==> src/rtl/packet_assembler.sv <==
// Latches a requested packet (header plus type-dependent payload words) and streams it
// out MSB-first as bytes over a valid/ready interface, pulsing tx_done when the packet is complete.
module packet_assembler #(
  parameter int WORD_WIDTH = 16,
  parameter int BYTE_WIDTH = 8,
  parameter int MAX_WORDS  = 4
) (
  input  logic                  clk,
  input  logic                  nrst,
  input  logic                  tx_req,
  input  logic [2:0]            tx_type,
  input  logic [WORD_WIDTH-1:0] myNodeID,
  input  logic [WORD_WIDTH-1:0] destinationID,
  input  logic [WORD_WIDTH-1:0] w0,
  input  logic [WORD_WIDTH-1:0] w1,
  input  logic [WORD_WIDTH-1:0] w2,
  input  logic [WORD_WIDTH-1:0] w3,
  output logic [BYTE_WIDTH-1:0] tx_data,
  output logic                  tx_valid,
  input  logic                  tx_ready,
  output logic                  tx_last,
  output logic                  busy,
  output logic                  tx_done,
  output logic                  tx_err,
  output logic [15:0]           tx_count,
  output logic [1:0]            state_dbg
);

  // Handshake: a byte moves on any rising edge where tx_valid && tx_ready. While
  // tx_valid is high and tx_ready low, tx_data and tx_last hold their values.

  typedef enum logic [1:0] {
    IDLE = 2'd0,
    SEND = 2'd1,
    DONE = 2'd2
  } state_t;

  state_t                state_q, state_d;
  logic [2:0]            type_q;
  logic [WORD_WIDTH-1:0] src_q, dst_q;
  logic [WORD_WIDTH-1:0] w_q [MAX_WORDS];
  logic [3:0]            idx_q;
  logic [15:0]           count_q;
  logic                  err_q;
  logic [2:0]            n_words;
  logic [3:0]            last_idx;
  logic                  accept;
  logic                  handshake;

  assign accept    = (state_q == IDLE) && tx_req && (tx_type != 3'b111);
  assign handshake = (state_q == SEND) && tx_ready;
  assign last_idx  = 4'd5 + {n_words, 1'b0};

  always_comb begin
    n_words = 3'd3;
    case (type_q)
      3'd0:                n_words = 3'd4;
      3'd1, 3'd3, 3'd4:    n_words = 3'd1;
      default:             n_words = 3'd3;
    endcase
  end

  always_comb begin
    state_d = state_q;
    case (state_q)
      IDLE:    if (accept) state_d = SEND;
      SEND:    if (handshake && (idx_q == last_idx)) state_d = DONE;
      DONE:    state_d = IDLE;
      default: state_d = IDLE;
    endcase
  end

  always_ff @(posedge clk) begin
    if (!nrst) begin
      state_q <= IDLE;
      type_q  <= '0;
      src_q   <= '0;
      dst_q   <= '0;
      for (int i = 0; i < MAX_WORDS; i++) w_q[i] <= '0;
      idx_q   <= '0;
      count_q <= '0;
      err_q   <= 1'b0;
    end else begin
      state_q <= state_d;
      err_q   <= (state_q == IDLE) && tx_req && (tx_type == 3'b111);
      if (accept) begin
        type_q <= tx_type;
        src_q  <= myNodeID;
        dst_q  <= destinationID;
        w_q[0] <= w0;
        w_q[1] <= w1;
        w_q[2] <= w2;
        w_q[3] <= w3;
        idx_q  <= '0;
      end else if (handshake && (idx_q != last_idx)) begin
        idx_q <= idx_q + 4'd1;
      end
      if (state_q == DONE) count_q <= count_q + 16'd1;
    end
  end

  // Payload words are sent big-endian: even index carries the high byte.
  always_comb begin
    tx_data = '0;
    if (state_q == SEND) begin
      case (idx_q)
        4'd0:    tx_data = {{(BYTE_WIDTH-3){1'b0}}, type_q};
        4'd1:    tx_data = {{(BYTE_WIDTH-4){1'b0}}, n_words, 1'b0};
        4'd2:    tx_data = src_q[WORD_WIDTH-1 -: BYTE_WIDTH];
        4'd3:    tx_data = src_q[BYTE_WIDTH-1:0];
        4'd4:    tx_data = dst_q[WORD_WIDTH-1 -: BYTE_WIDTH];
        4'd5:    tx_data = dst_q[BYTE_WIDTH-1:0];
        4'd6:    tx_data = w_q[0][WORD_WIDTH-1 -: BYTE_WIDTH];
        4'd7:    tx_data = w_q[0][BYTE_WIDTH-1:0];
        4'd8:    tx_data = w_q[1][WORD_WIDTH-1 -: BYTE_WIDTH];
        4'd9:    tx_data = w_q[1][BYTE_WIDTH-1:0];
        4'd10:   tx_data = w_q[2][WORD_WIDTH-1 -: BYTE_WIDTH];
        4'd11:   tx_data = w_q[2][BYTE_WIDTH-1:0];
        4'd12:   tx_data = w_q[3][WORD_WIDTH-1 -: BYTE_WIDTH];
        4'd13:   tx_data = w_q[3][BYTE_WIDTH-1:0];
        default: tx_data = '0;
      endcase
    end
  end

  assign tx_valid  = (state_q == SEND);
  assign tx_last   = (state_q == SEND) && (idx_q == last_idx);
  assign busy      = (state_q != IDLE);
  assign tx_done   = (state_q == DONE);
  assign tx_err    = err_q;
  assign tx_count  = count_q;
  assign state_dbg = state_q;

endmodule

==> config.mk <==
export PLATFORM = sky130hd
export DESIGN_NAME = packet_assembler
export DESIGN_NICKNAME = d
export VERILOG_FILES = /design/src/rtl/packet_assembler.sv
export SDC_FILE = /design/constraint.sdc
export NUM_CORES = 1
export LEC_CHECK = 0
export CAP_MARGIN = 20
export CORE_MARGIN = 4
export CORE_UTILIZATION = 49
export DETAILED_ROUTE_END_ITERATION = 12
export PLACE_DENSITY = 0.79
export SETUP_SLACK_MARGIN = 0.2
export SYNTH_ARGS = -nofsm -noshare
export SYNTH_HDL_FRONTEND = slang
export SYNTH_SLANG_ARGS = --single-unit
==> constraint.sdc <==
create_clock -name clk -period 3.8 [get_ports clk]
set_input_delay 0.38 -clock clk [delete_from_list [all_inputs] [get_ports clk]]
set_output_delay 0.38 -clock clk [all_outputs]
set_load 0.005 [all_outputs]
After elaboration in Yosys (flattened, before gate mapping)
Memories as Yosys holds them, arrays and structs flattened.
Cells that the tools add are included.

storage, ports and cells
  memories kept = 1
  input port bits = 103
  bits in registers = 58
  memory bits (writable) = 64
  output and inout bits = 31
  word-level logic and storage cells = 68

cells by class
  eq/ne operators = 24
  bitwise operators = 5
  $add $sub $neg = 3
  mux-type cells = 14
  reductions and logical operators = 14

memory list
  name  words  bits a word  read ports  clocked after Yosys merged registers in  write ports  RTL line  RTL
  w_q   4      16           4           0                                        4            41        logic [WORD_WIDTH-1:0] w_q [MAX_WORDS];

operators with widths
  operator                                                         count
  8-bit one-hot mux with 14 select lines                           1
  16-bit 2-to-1 mux                                                4
  4-bit == test, second input constant                             6
  16-bit by 1-bit adder with 16-bit output, second input constant  1
  4-bit by 3-bit == test with 1-bit output, second input constant  4
  4-bit by 2-bit == test with 1-bit output, second input constant  2
  8-bit 2-to-1 mux                                                 1
  1-bit logical AND                                                7
  3-bit == test, second input constant                             2
  3-bit one-hot mux with 2 select lines                            1
  3-bit by 4-bit adder with 4-bit output, first input constant     1
  4-bit by 1-bit adder with 4-bit output, second input constant    1
  4-bit by 1-bit == test with 1-bit output, second input constant  1
  4-bit == test                                                    1
  4-bit zero test                                                  1
  1-bit 2-to-1 mux                                                 4
  2-bit 2-to-1 mux                                                 2
  4-bit != test                                                    1
  1-bit bitwise OR                                                 4
  2-bit one-hot mux with 2 select lines                            1
  3-bit by 1-bit == test with 1-bit output, second input constant  1
  3-bit by 2-bit == test with 1-bit output, second input constant  1
  3-bit zero test                                                  1
  3-bit != test, second input constant                             1
  10 further kinds                                                 10

Logic depth before layout (Yosys ltp)
Gate-level depths: netlist of run 1.

  word-level depth = 8
  mapped depth = 9
  gate-level depth less buffers = 7

Worst setup path after synthesis of run 1
Ideal clock, no wire load.

  path type = register to register
  start point = register state_q[0], in the netlist state_dbg[0]
  end point = memory w_q[0][0] (enable)
  path buffers = 2
  arrival = 2.217 ns
  period minus slack after synthesis = 2.637 ns
  setup slack = 1.163 ns
  data required time = 3.380 ns
  stages on the path, launching flop included = 6
  setup time = 0.420 ns
  path through = dfxtp_1 nor2_1 a31oi_1 buf_2 buf_4 inv_1

RTL lines
  element                   RTL line  RTL
  start: declaration        38        state_t state_q, state_d;
  start signal: assignment  84        state_q <= state_d;
  end: declaration          41

Worst setup path in the final report of run 1
  start point = register idx_q[0]
  end point = output port tx_data[6]

between the ends
  cells in the longest elaborated chain, start to end = 3
  elaborated cells between the ends (all ways) = 16
  classes of those cells = 13 x eq/ne; 2 x mux; 1 x reduce/logical

ends and longest elaborated chain
  element                                     RTL line  RTL
  start: declaration                          42        logic [3:0] idx_q;
  start signal: assignment                    96        idx_q <= idx_q + 4'd1;
  4-bit == test (tied with other cells)       106       case (idx_q)
  8-bit one-hot mux with 14 select lines (*)  106
  8-bit 2-to-1 mux (*)                        105       if (state_q == SEND) begin
  end: declaration                            18        output logic [BYTE_WIDTH-1:0] tx_data,

Mark *: on every way between the ends. The rest lies on a longest branch, timed or not.

==> results of run 1 <==
-- timing repair --
item / 4_1_cts / 5_1_grt
pin swaps: 0 / 0
setup endpoints to repair: 8 / 5
gates resized for setup: 2 / 2
-- worst reg2reg max path: cells and delay by family (launching register included) --
family	cells	cell delay, ps
buf+inv	1	560
flops	1	320
simple gates	4	1360
-- per-layer routing --
metal	wire length, µm	vias up	global-route usage [%]
met5	0	-	0
met4	460	0	10.5
met3	1210	42	5.40
met2	6630	255	33.8
met1	5800	2030	30.1
li1	-	2031	-
-- power breakdown --
part	total [W]	internal (W)	switching [W]	leakage [nW]
Sequential	0.00153	0.00149	0.0000479	1.16
Clock	0.00179	0.00120	0.000589	0.314
Combinational	0.000293	0.000165	0.000128	1.24
Total	0.00362	0.00285	0.000765	2.72
-- state kept, by name (all words and copies together) (netlist names) --
name       flops
type_q         3
dst_q         16
tx_err         1
tx_count      16
w_q           64
state_dbg      2
src_q         16
idx_q          4
-- cell type report --
cell class                 instances  area, µm²  share of cell area [%]
sequential                       122       3080                    41.1
multi-input combinational        308       2150                    28.6
clock buffer                      17        414                    5.52
timing repair buffer             141       1390                    18.6
inverter                          11       41.3                   0.551
clock inverter                    15        246                    3.29
tap                              140        175                    2.34
-- cells by family after synthesis --
group           Yosys count  share of synthesized area [%]
buf+inv                  48                           3.92
mux                       7                           1.85
xor+xnor                 11                           1.78
simple gates            154                           16.2
fa+ha+maj                 5                           1.16
flops                   122                           57.1
compound gates          131                           18.0
-- through the flow --
| stage | utilization (%) | cell area (µm²) |
|---|---|---|
| floorplan | - | 5400 |
| global placement | 63.2 | 6820 |
| detailed placement | 63.2 | 6820 |
| CTS | 69.4 | 7490 |
| global route | 69.5 | 7500 |
| finish | 69.5 | 7500 |
-- placed cells by master, fill, tap and decap left out, types with 17 or more instances in the layout --
cell             count
clkdlybuf4s50_1    133
a22oi_1             19
a21oi_1             24
nor2_1              20
edfxtp_1            64
a22o_1              41
dfxtp_1             58
nand2_1             21
nand3_1             17
and2_1              67
-- final timing paths --
| kind | to | depth (start not counted) | from | slack, ps |
|---|---|---|---|---|
| setup / recovery | tx_data[6] | 7 | idx_q[0] | 320 |
| hold / removal | dst_q[1] | 2 | destinationID[1] | 460 |
| setup reg to reg | w_q[0][10] | 5 | state_dbg[0] | 1420 |
| hold reg to reg | src_q[12] | 1 | src_q[12] | 490 |
==> impl_metrics.tcl, run 1 <==
set metrics [dict create \
    rows 38 \
    hold_violations 0 \
    coreArea_mm2 0.0108 \
    drtIter0Drc 568 \
    drtPass1Iterations 5 \
    yosys.area.top_type "edfxtp_1" \
    drt-wirelength-per-cell_um 18.7 \
    cp.buffers_inverters 3 \
    rsz0062_at_grt "false" \
    synth_top_area_share_pct 35.6 \
    p_total_w 0.00362 \
    dp_cells 722 \
    critical_path_arrival_ps 3100 \
    cts_tree "done" \
    drv_cap 0 \
    dp_hpwl_um 9690 \
    start_util_pct 50.0 \
    die_w_um 113 \
    path_delay_family "buffers and inverters" \
    crit_required_ps 3420 \
    pwr_density_cell_mw_per_mm2 482 \
    fin_worst_skew_ps 10.0 \
    final_nets 709 \
    setup_tns_ps 0 \
    clkLatencyLatePin_ps 520 \
    cts_buffers 17 \
    postCtsHoldBufs 0 \
    final.setup.worst_slack_ps 321 \
    root_buffer "clkbuf_8" \
    yosysUniqueCellTypes 47 \
    finalSetupViolCount 0 \
    clk_pin_slew_ps 60 \
    finalCritPeriodShare_pct 91.6 \
    antenna_left 0 \
    grt_pass1_vias 4304 \
    synth_cells 478 \
    startpoint_type "flip-flop" \
    syn_area_mm2 0.00540 \
    cp_slowest_stage_delay_ps 530 \
    min_path_type "input port to flip-flop" \
    ir_drop_uv 366 \
    synth.most_common_cell "and2_1" \
    cp_max_fo 13 \
    io_buffers 133 \
    layout_min_cycle_time_ps 3480 \
    chipHeight_um 113 \
    relSlewSlack_pct 51.5 \
    grt_overflow_total 0 \
    cts_setup_buffers 0 \
    clock_path_buffers 2 \
    vias 4358 \
    synth_seq_area_share_pct 57.1 \
    synth-main-ff-cell "edfxtp_1" \
    synthArstFlopShare_pct 0 \
    outcome "finished, final reports clean" \
    grtUsageTotal_pct 22.2 \
    avgSynthCellArea_um2 11.3 \
    p_leak_nw 2.72 \
    syn_nets 586 \
    max_freq_mhz 287 \
    crit_chain "inv_1 -> ha_1 -> buf_4 -> a222oi_1 -> mux4_2 -> a21oi_1 -> clkdlybuf4s50_1" \
    io_pins 134 \
    cts_num_sinks 122 \
    grt_pass1_wl_um 22300 \
    pre_cts_ws_ps 598 \
    dieArea_mm2 0.0128 \
    n_antenna_cell 0 \
    crit_path_end_kind "output pin" \
    fillCellCount 768 \
    drive_gt1_share_pct 8.96 \
    ys_ff_latch 122 \
    slew_violations 0 \
    fin_cells 754 \
    syn_to_final_growth_pct 38.9 \
    drc_errors 0 \
    wl_um 14100 \
    slowest_stage "clkdlybuf4s50_1" \
    synth.top_cells.by_area "edfxtp_1 36%, dfxtp_1 22%, and2_1 7.8%" \
    grt_antenna_before_repair 0 \
    gp_congestion 0.892 \
    criticalPathCategory "flip-flop to output pin" \
    yosys_warnings 0 \
    h-tree-depth 4 \
    ys_top_cells_by_count "67 x and2_1, 64 x edfxtp_1, 58 x dfxtp_1, 41 x a22o_1, 24 x a21oi_1" \
    grt_max_degree 54 \
    synth-edff-count 64 \
    worstMarginPinSlew_ps 727 \
    vias_per_cell 5.78 \
    hold_slack_ps 459 \
]
Note: power is estimated with default switching activity, not from simulation.
==> inputs of run 2 (changes only) <==
--- a/config.mk
+++ b/config.mk
@@ -6,6 +6,7 @@
 export NUM_CORES = 1
 export LEC_CHECK = 0
 export CAP_MARGIN = 20
+export CORE_ASPECT_RATIO = 0.6
 export CORE_MARGIN = 4
 export CORE_UTILIZATION = 49
 export DETAILED_ROUTE_END_ITERATION = 12
==> impl_metrics.tcl, run 2 (synthesis results as in run 1) <==
set metrics [dict create \
    worstMarginPinSlew_ps 1020 \
    drtPass1Iterations 8 \
    largest_reg_flops 64 \
    h-tree-depth 4 \
    clkLatencyLatePin_ps 410 \
    layout_min_cycle_time_ps 3430 \
    dp_hpwl_um 10100 \
    final_cell_mix "133 x clkdlybuf4s50_1, 67 x and2_1, 64 x edfxtp_1, 58 x dfxtp_1, 41 x a22o_1" \
    max_freq_mhz 292 \
    grt_antenna_before_repair 0 \
    final_common_cell "clkdlybuf4s50_1" \
    clock_path_buffers 2 \
    grt_overflow_total 0 \
    fin_worst_skew_ps 5.13 \
    crit_path_end_kind "output pin" \
    drive_gt1_share_pct 8.14 \
    grtUsageTotal_pct 23.7 \
    start_util_pct 50.6 \
    cts_buffers 17 \
    vias 4408 \
    cp.buffers_inverters 2 \
    final_nets 709 \
    slew_violations 0 \
    pwr_density_cell_mw_per_mm2 475 \
    drtIter0Drc 513 \
    io_pins 134 \
    ir_drop_uv 321 \
    hold_violations 0 \
    grt_pass1_wl_um 22900 \
    outcome "finished, final reports clean" \
    critical_path_arrival_ps 3050 \
    cts_setup_buffers 0 \
    startpoint_type "flip-flop" \
    gp_congestion 0.859 \
    cts_tree "done" \
    rows 29 \
    syn_to_final_growth_pct 38.2 \
    setup_tns_ps 0 \
    grt_pass1_vias 4247 \
    path_delay_family "buffers and inverters" \
    root_buffer "clkbuf_16" \
    criticalPathCategory "flip-flop to output pin" \
    crit_chain "ha_1 -> buf_4 -> a22o_1 -> a221oi_1 -> mux4_2 -> nor2_1 -> clkdlybuf4s50_1" \
    clk_pin_slew_ps 50 \
    dpl_cell_area_mm2 0.00683 \
    cts_num_sinks 122 \
    wl_um 15000 \
    min_path_type "flip-flop to flip-flop" \
    p_leak_nw 2.71 \
    io_buffers 133 \
    design_area_mm2 0.00746 \
    chipHeight_um 89.3 \
    vias_per_cell 5.85 \
    drt-wirelength-per-cell_um 19.9 \
    drc_errors 0 \
    rsz0062_at_grt "false" \
    antenna_left 0 \
    finalCritPeriodShare_pct 90.2 \
    top_register "w_q" \
    relSlewSlack_pct 31.5 \
    dieArea_mm2 0.0128 \
    cp_slowest_stage_delay_ps 550 \
    coreArea_mm2 0.0107 \
    finalSetupViolCount 0 \
    n_antenna_cell 0 \
    die_w_um 144 \
    cp_max_fo 14 \
    drv_cap 0 \
    grt_max_degree 77 \
    slowest_stage "ha_1" \
    crit_required_ps 3420 \
]
## run 2: cell count changes in the layout (fill, tap and decap cells not counted), sizes merged
cell	change
clkbuf	+4
clkinv	+1
clkinvlp	-2
inv	-2
bufinv	-1
## run 2: power breakdown
| group | total, W | internal [W] | switching, W |
|---|---|---|---|
| clock | 0.00171 | 0.00117 | 0.000545 |
| sequential | 0.00154 | 0.00149 | 0.0000469 |
| combinational | 0.000295 | 0.000165 | 0.000131 |
## run 2: timing repair
| action | CTS | global route |
|---|---|---|
| hold buffers | 0 | 0 |
| resized for setup | 2 | 0 |
| endpoints found under the setup margin | 2 | 0 |
## run 2: cell type report
class / instances / area (µm²)
Clock buffer: 21 / 450
Clock inverter: 11 / 176
Fill cell: 746 / 3210
Inverter: 11 / 41.3
Multi-Input combinational cell: 308 / 2130
Sequential cell: 122 / 3080
Tap cell: 139 / 174
Timing Repair Buffer: 141 / 1400
## run 2: worst paths after layout
check | slack (ps) | endpoint | cells after the start | from
setup / recovery | 370 | tx_data[2] | 7 | idx_q[1]
hold / removal | 490 | src_q[15] | 1 | src_q[15]
setup reg to reg | 1520 | tx_count[10] | 5 | state_dbg[1]
hold reg to reg | 490 | src_q[15] | 1 | src_q[15]
## run 2: metal layers
| metal | up-vias | global-route usage [%] | share of wire (%) |
|---|---|---|---|
| met5 | - | 0 | 0 |
| met3 | 21 | 8.39 | 11 |
| met1 | 2118 | 32.0 | 43 |
| li1 | 2029 | - | - |
| met2 | 240 | 36.2 | 44 |
| met4 | 0 | 7.95 | 1.2 |
## run 2: through the flow
step | power (W) | setup slack (ps) | std cells | util, % | hold WS [ps]
after global placement | 0.00184 | 780 | 721 | 64.0 | 466
after CTS | 0.00355 | 407 | 753 | 69.9 | 485
final | 0.00355 | 371 | 753 | 69.9 | 485
after global routing | 0.00366 | 219 | 753 | 69.9 | 500
after detailed placement | 0.00185 | 649 | 721 | 64.0 | 470
after floorplan | 0.00167 | 1160 | 478 | - | 445
==> inputs of run 3 (changes only) <==
--- a/config.mk
+++ b/config.mk
@@ -10,6 +10,7 @@
 export CORE_MARGIN = 4
 export CORE_UTILIZATION = 49
 export DETAILED_ROUTE_END_ITERATION = 12
+export MAX_ROUTING_LAYER = met4
 export PLACE_DENSITY = 0.79
 export SETUP_SLACK_MARGIN = 0.2
 export SYNTH_ARGS = -nofsm -noshare
==> impl_metrics.tcl, run 3 (synthesis results as in run 1) <==
set metrics [dict create \
    drv_cap 0 \
    gp_congestion 0.872 \
    fin_worst_skew_ps 5.07 \
    final_cell_mix "133 x clkdlybuf4s50_1, 67 x and2_1, 64 x edfxtp_1, 58 x dfxtp_1, 41 x a22o_1" \
    largest_reg_flops 64 \
    finalSetupViolCount 0 \
    relSlewSlack_pct 30.3 \
    final_nets 709 \
    power.share.switching_pct 20.3 \
    p_leak_nw 2.71 \
    hold_slack_ps 487 \
    chipHeight_um 89.3 \
    slew_violations 0 \
    r2r_cells 5 \
    io_pins 134 \
    vias 4387 \
    grtUsageTotal_pct 24.5 \
    clockPowerShare_pct 48.3 \
    clock_path_buffers 2 \
    drt-wirelength-per-cell_um 19.9 \
    critical_path_arrival_ps 3030 \
    drc_errors 0 \
    p_comb_share_pct 8.3 \
    max_freq_mhz 293 \
    final_common_cell "clkdlybuf4s50_1" \
    rsz0062_at_grt "false" \
    top_register "w_q" \
    pwr_density_cell_mw_per_mm2 475 \
    hold_violations 0 \
    start_util_pct 50.6 \
    dp_hpwl_um 10100 \
    seq_power_share_pct 43.4 \
    p_switching_w 0.000718 \
    outcome "finished, final reports clean" \
    finalCritPeriodShare_pct 89.8 \
    grt_antenna_before_repair 0 \
    min_from "dst_q[5]" \
    cts_buffers 17 \
    clk_pin_slew_ps 50 \
    drive_gt1_share_pct 8.14 \
    grt_overflow_total 0 \
    dp_cells 721 \
    min_path_cells 1 \
    reg2reg_setup_slack_ps 1540 \
    setup_tns_ps 0 \
    worstMarginPinSlew_ps 1040 \
    startpoint_type "flip-flop" \
    criticalPathCategory "flip-flop to output pin" \
    io_buffers 133 \
    dieArea_mm2 0.0128 \
    grt_pass1_vias 4237 \
    coreArea_mm2 0.0107 \
    antenna_left 0 \
    min_path_type "flip-flop to flip-flop" \
    n_antenna_cell 0 \
    wl_um 15000 \
    path_delay_family "buffers and inverters" \
    root_buffer "clkbuf_16" \
    drtIter0Drc 573 \
    cts_tree "done" \
    clkLatencyLatePin_ps 410 \
    cts_num_sinks 122 \
    power.internal_w 0.00282 \
    syn_to_final_growth_pct 38.2 \
    h-tree-depth 4 \
    crit_required_ps 3420 \
    cp.buffers_inverters 2 \
    cp_max_fo 14 \
    timing.rr.end "tx_count[10]" \
    drtPass1Iterations 8 \
    rows 29 \
    ir_drop_uv 318 \
    rr_startpoint "state_dbg[1]" \
    grt_pass1_wl_um 22900 \
    crit_chain "ha_1 -> buf_4 -> a22o_1 -> a221oi_1 -> mux4_2 -> nor2_1 -> clkdlybuf4s50_1" \
    die_w_um 144 \
    slowest_stage "ha_1" \
    fin_cells 753 \
    layout_min_cycle_time_ps 3410 \
    crit_path_end_kind "output pin" \
    vias_per_cell 5.83 \
    grt_max_degree 77 \
    min_to "dst_q[5]" \
    cp_slowest_stage_delay_ps 550 \
]
## run 3: cell counts in the layout (fill, tap and decap cells not counted)
Identical to the previous run, type by type.
## run 3: cell type report
cell class	count	area (µm²)
fill	746	3210
sequential	122	3080
multi-input combinational	308	2130
timing repair buffer	141	1400
clock buffer	21	450
clock inverter	11	176
tap	139	174
inverter	11	41.3
## run 3: routing by layer
metal / routed length (µm) / part of all wire [%] / GRT usage, % / vias to the layer above
li1: - / - / - / 2029
met1: 6530 / 44 / 32.5 / 2079
met2: 6620 / 44 / 36.0 / 259
met3: 1660 / 11 / 9.09 / 20
met4: 159 / 1.1 / 5.90 / 0
met5: 0 / 0 / - / -
## run 3: worst reg2reg max path, delay by kind of cell (launching register included)
family        cells  cell delay [ps]
xor+xnor          1              160
flops             1              360
simple gates      4             1610
## run 3: worst max path at each step
| stage | startpoint | to | slack [ps] | cells past startpoint |
|---|---|---|---|---|
| after detailed placement | idx_q[0] | tx_data[2] | 650 | 7 |
| after CTS | idx_q[1] | tx_data[2] | 410 | 7 |
| after floorplan | state_dbg[0] | w_q[0][0] | 1160 | 5 |
| final | idx_q[1] | tx_data[2] | 390 | 7 |
| after global routing | idx_q[1] | tx_data[2] | 220 | 7 |
| after global placement | idx_q[0] | tx_data[2] | 780 | 7 |
## run 3: power by group through the flow
stage	clock (W)	combinational, W	sequential [W]
2_1_floorplan	0	0.000134	0.00154
6_report	0.00171	0.000295	0.00154
3_5_place_dp	0	0.000290	0.00156
3_3_place_gp	0	0.000283	0.00156
5_1_grt	0.00180	0.000320	0.00154
4_1_cts	0.00173	0.000295	0.00153
## run 3: stage by stage
stage          worst slack (ps)  power, W  instance area (µm²)  utilization, %
2_1_floorplan              1160   0.00167                 5400               -
3_3_place_gp                780   0.00184                 6830            64.0
3_5_place_dp                649   0.00185                 6830            64.0
4_1_cts                     407   0.00355                 7460            69.9
5_1_grt                     218   0.00366                 7460            69.9
6_report                    386   0.00354                 7460            69.9
## run 3: what timing repair did
item | 4_1_cts | 5_1_grt
endpoints found under the setup margin | 2 | 0
resized for setup | 2 | 0
hold buffers | 0 | 0
buffers inserted | 0 | 0
hold endpoints to repair | 0 | 0
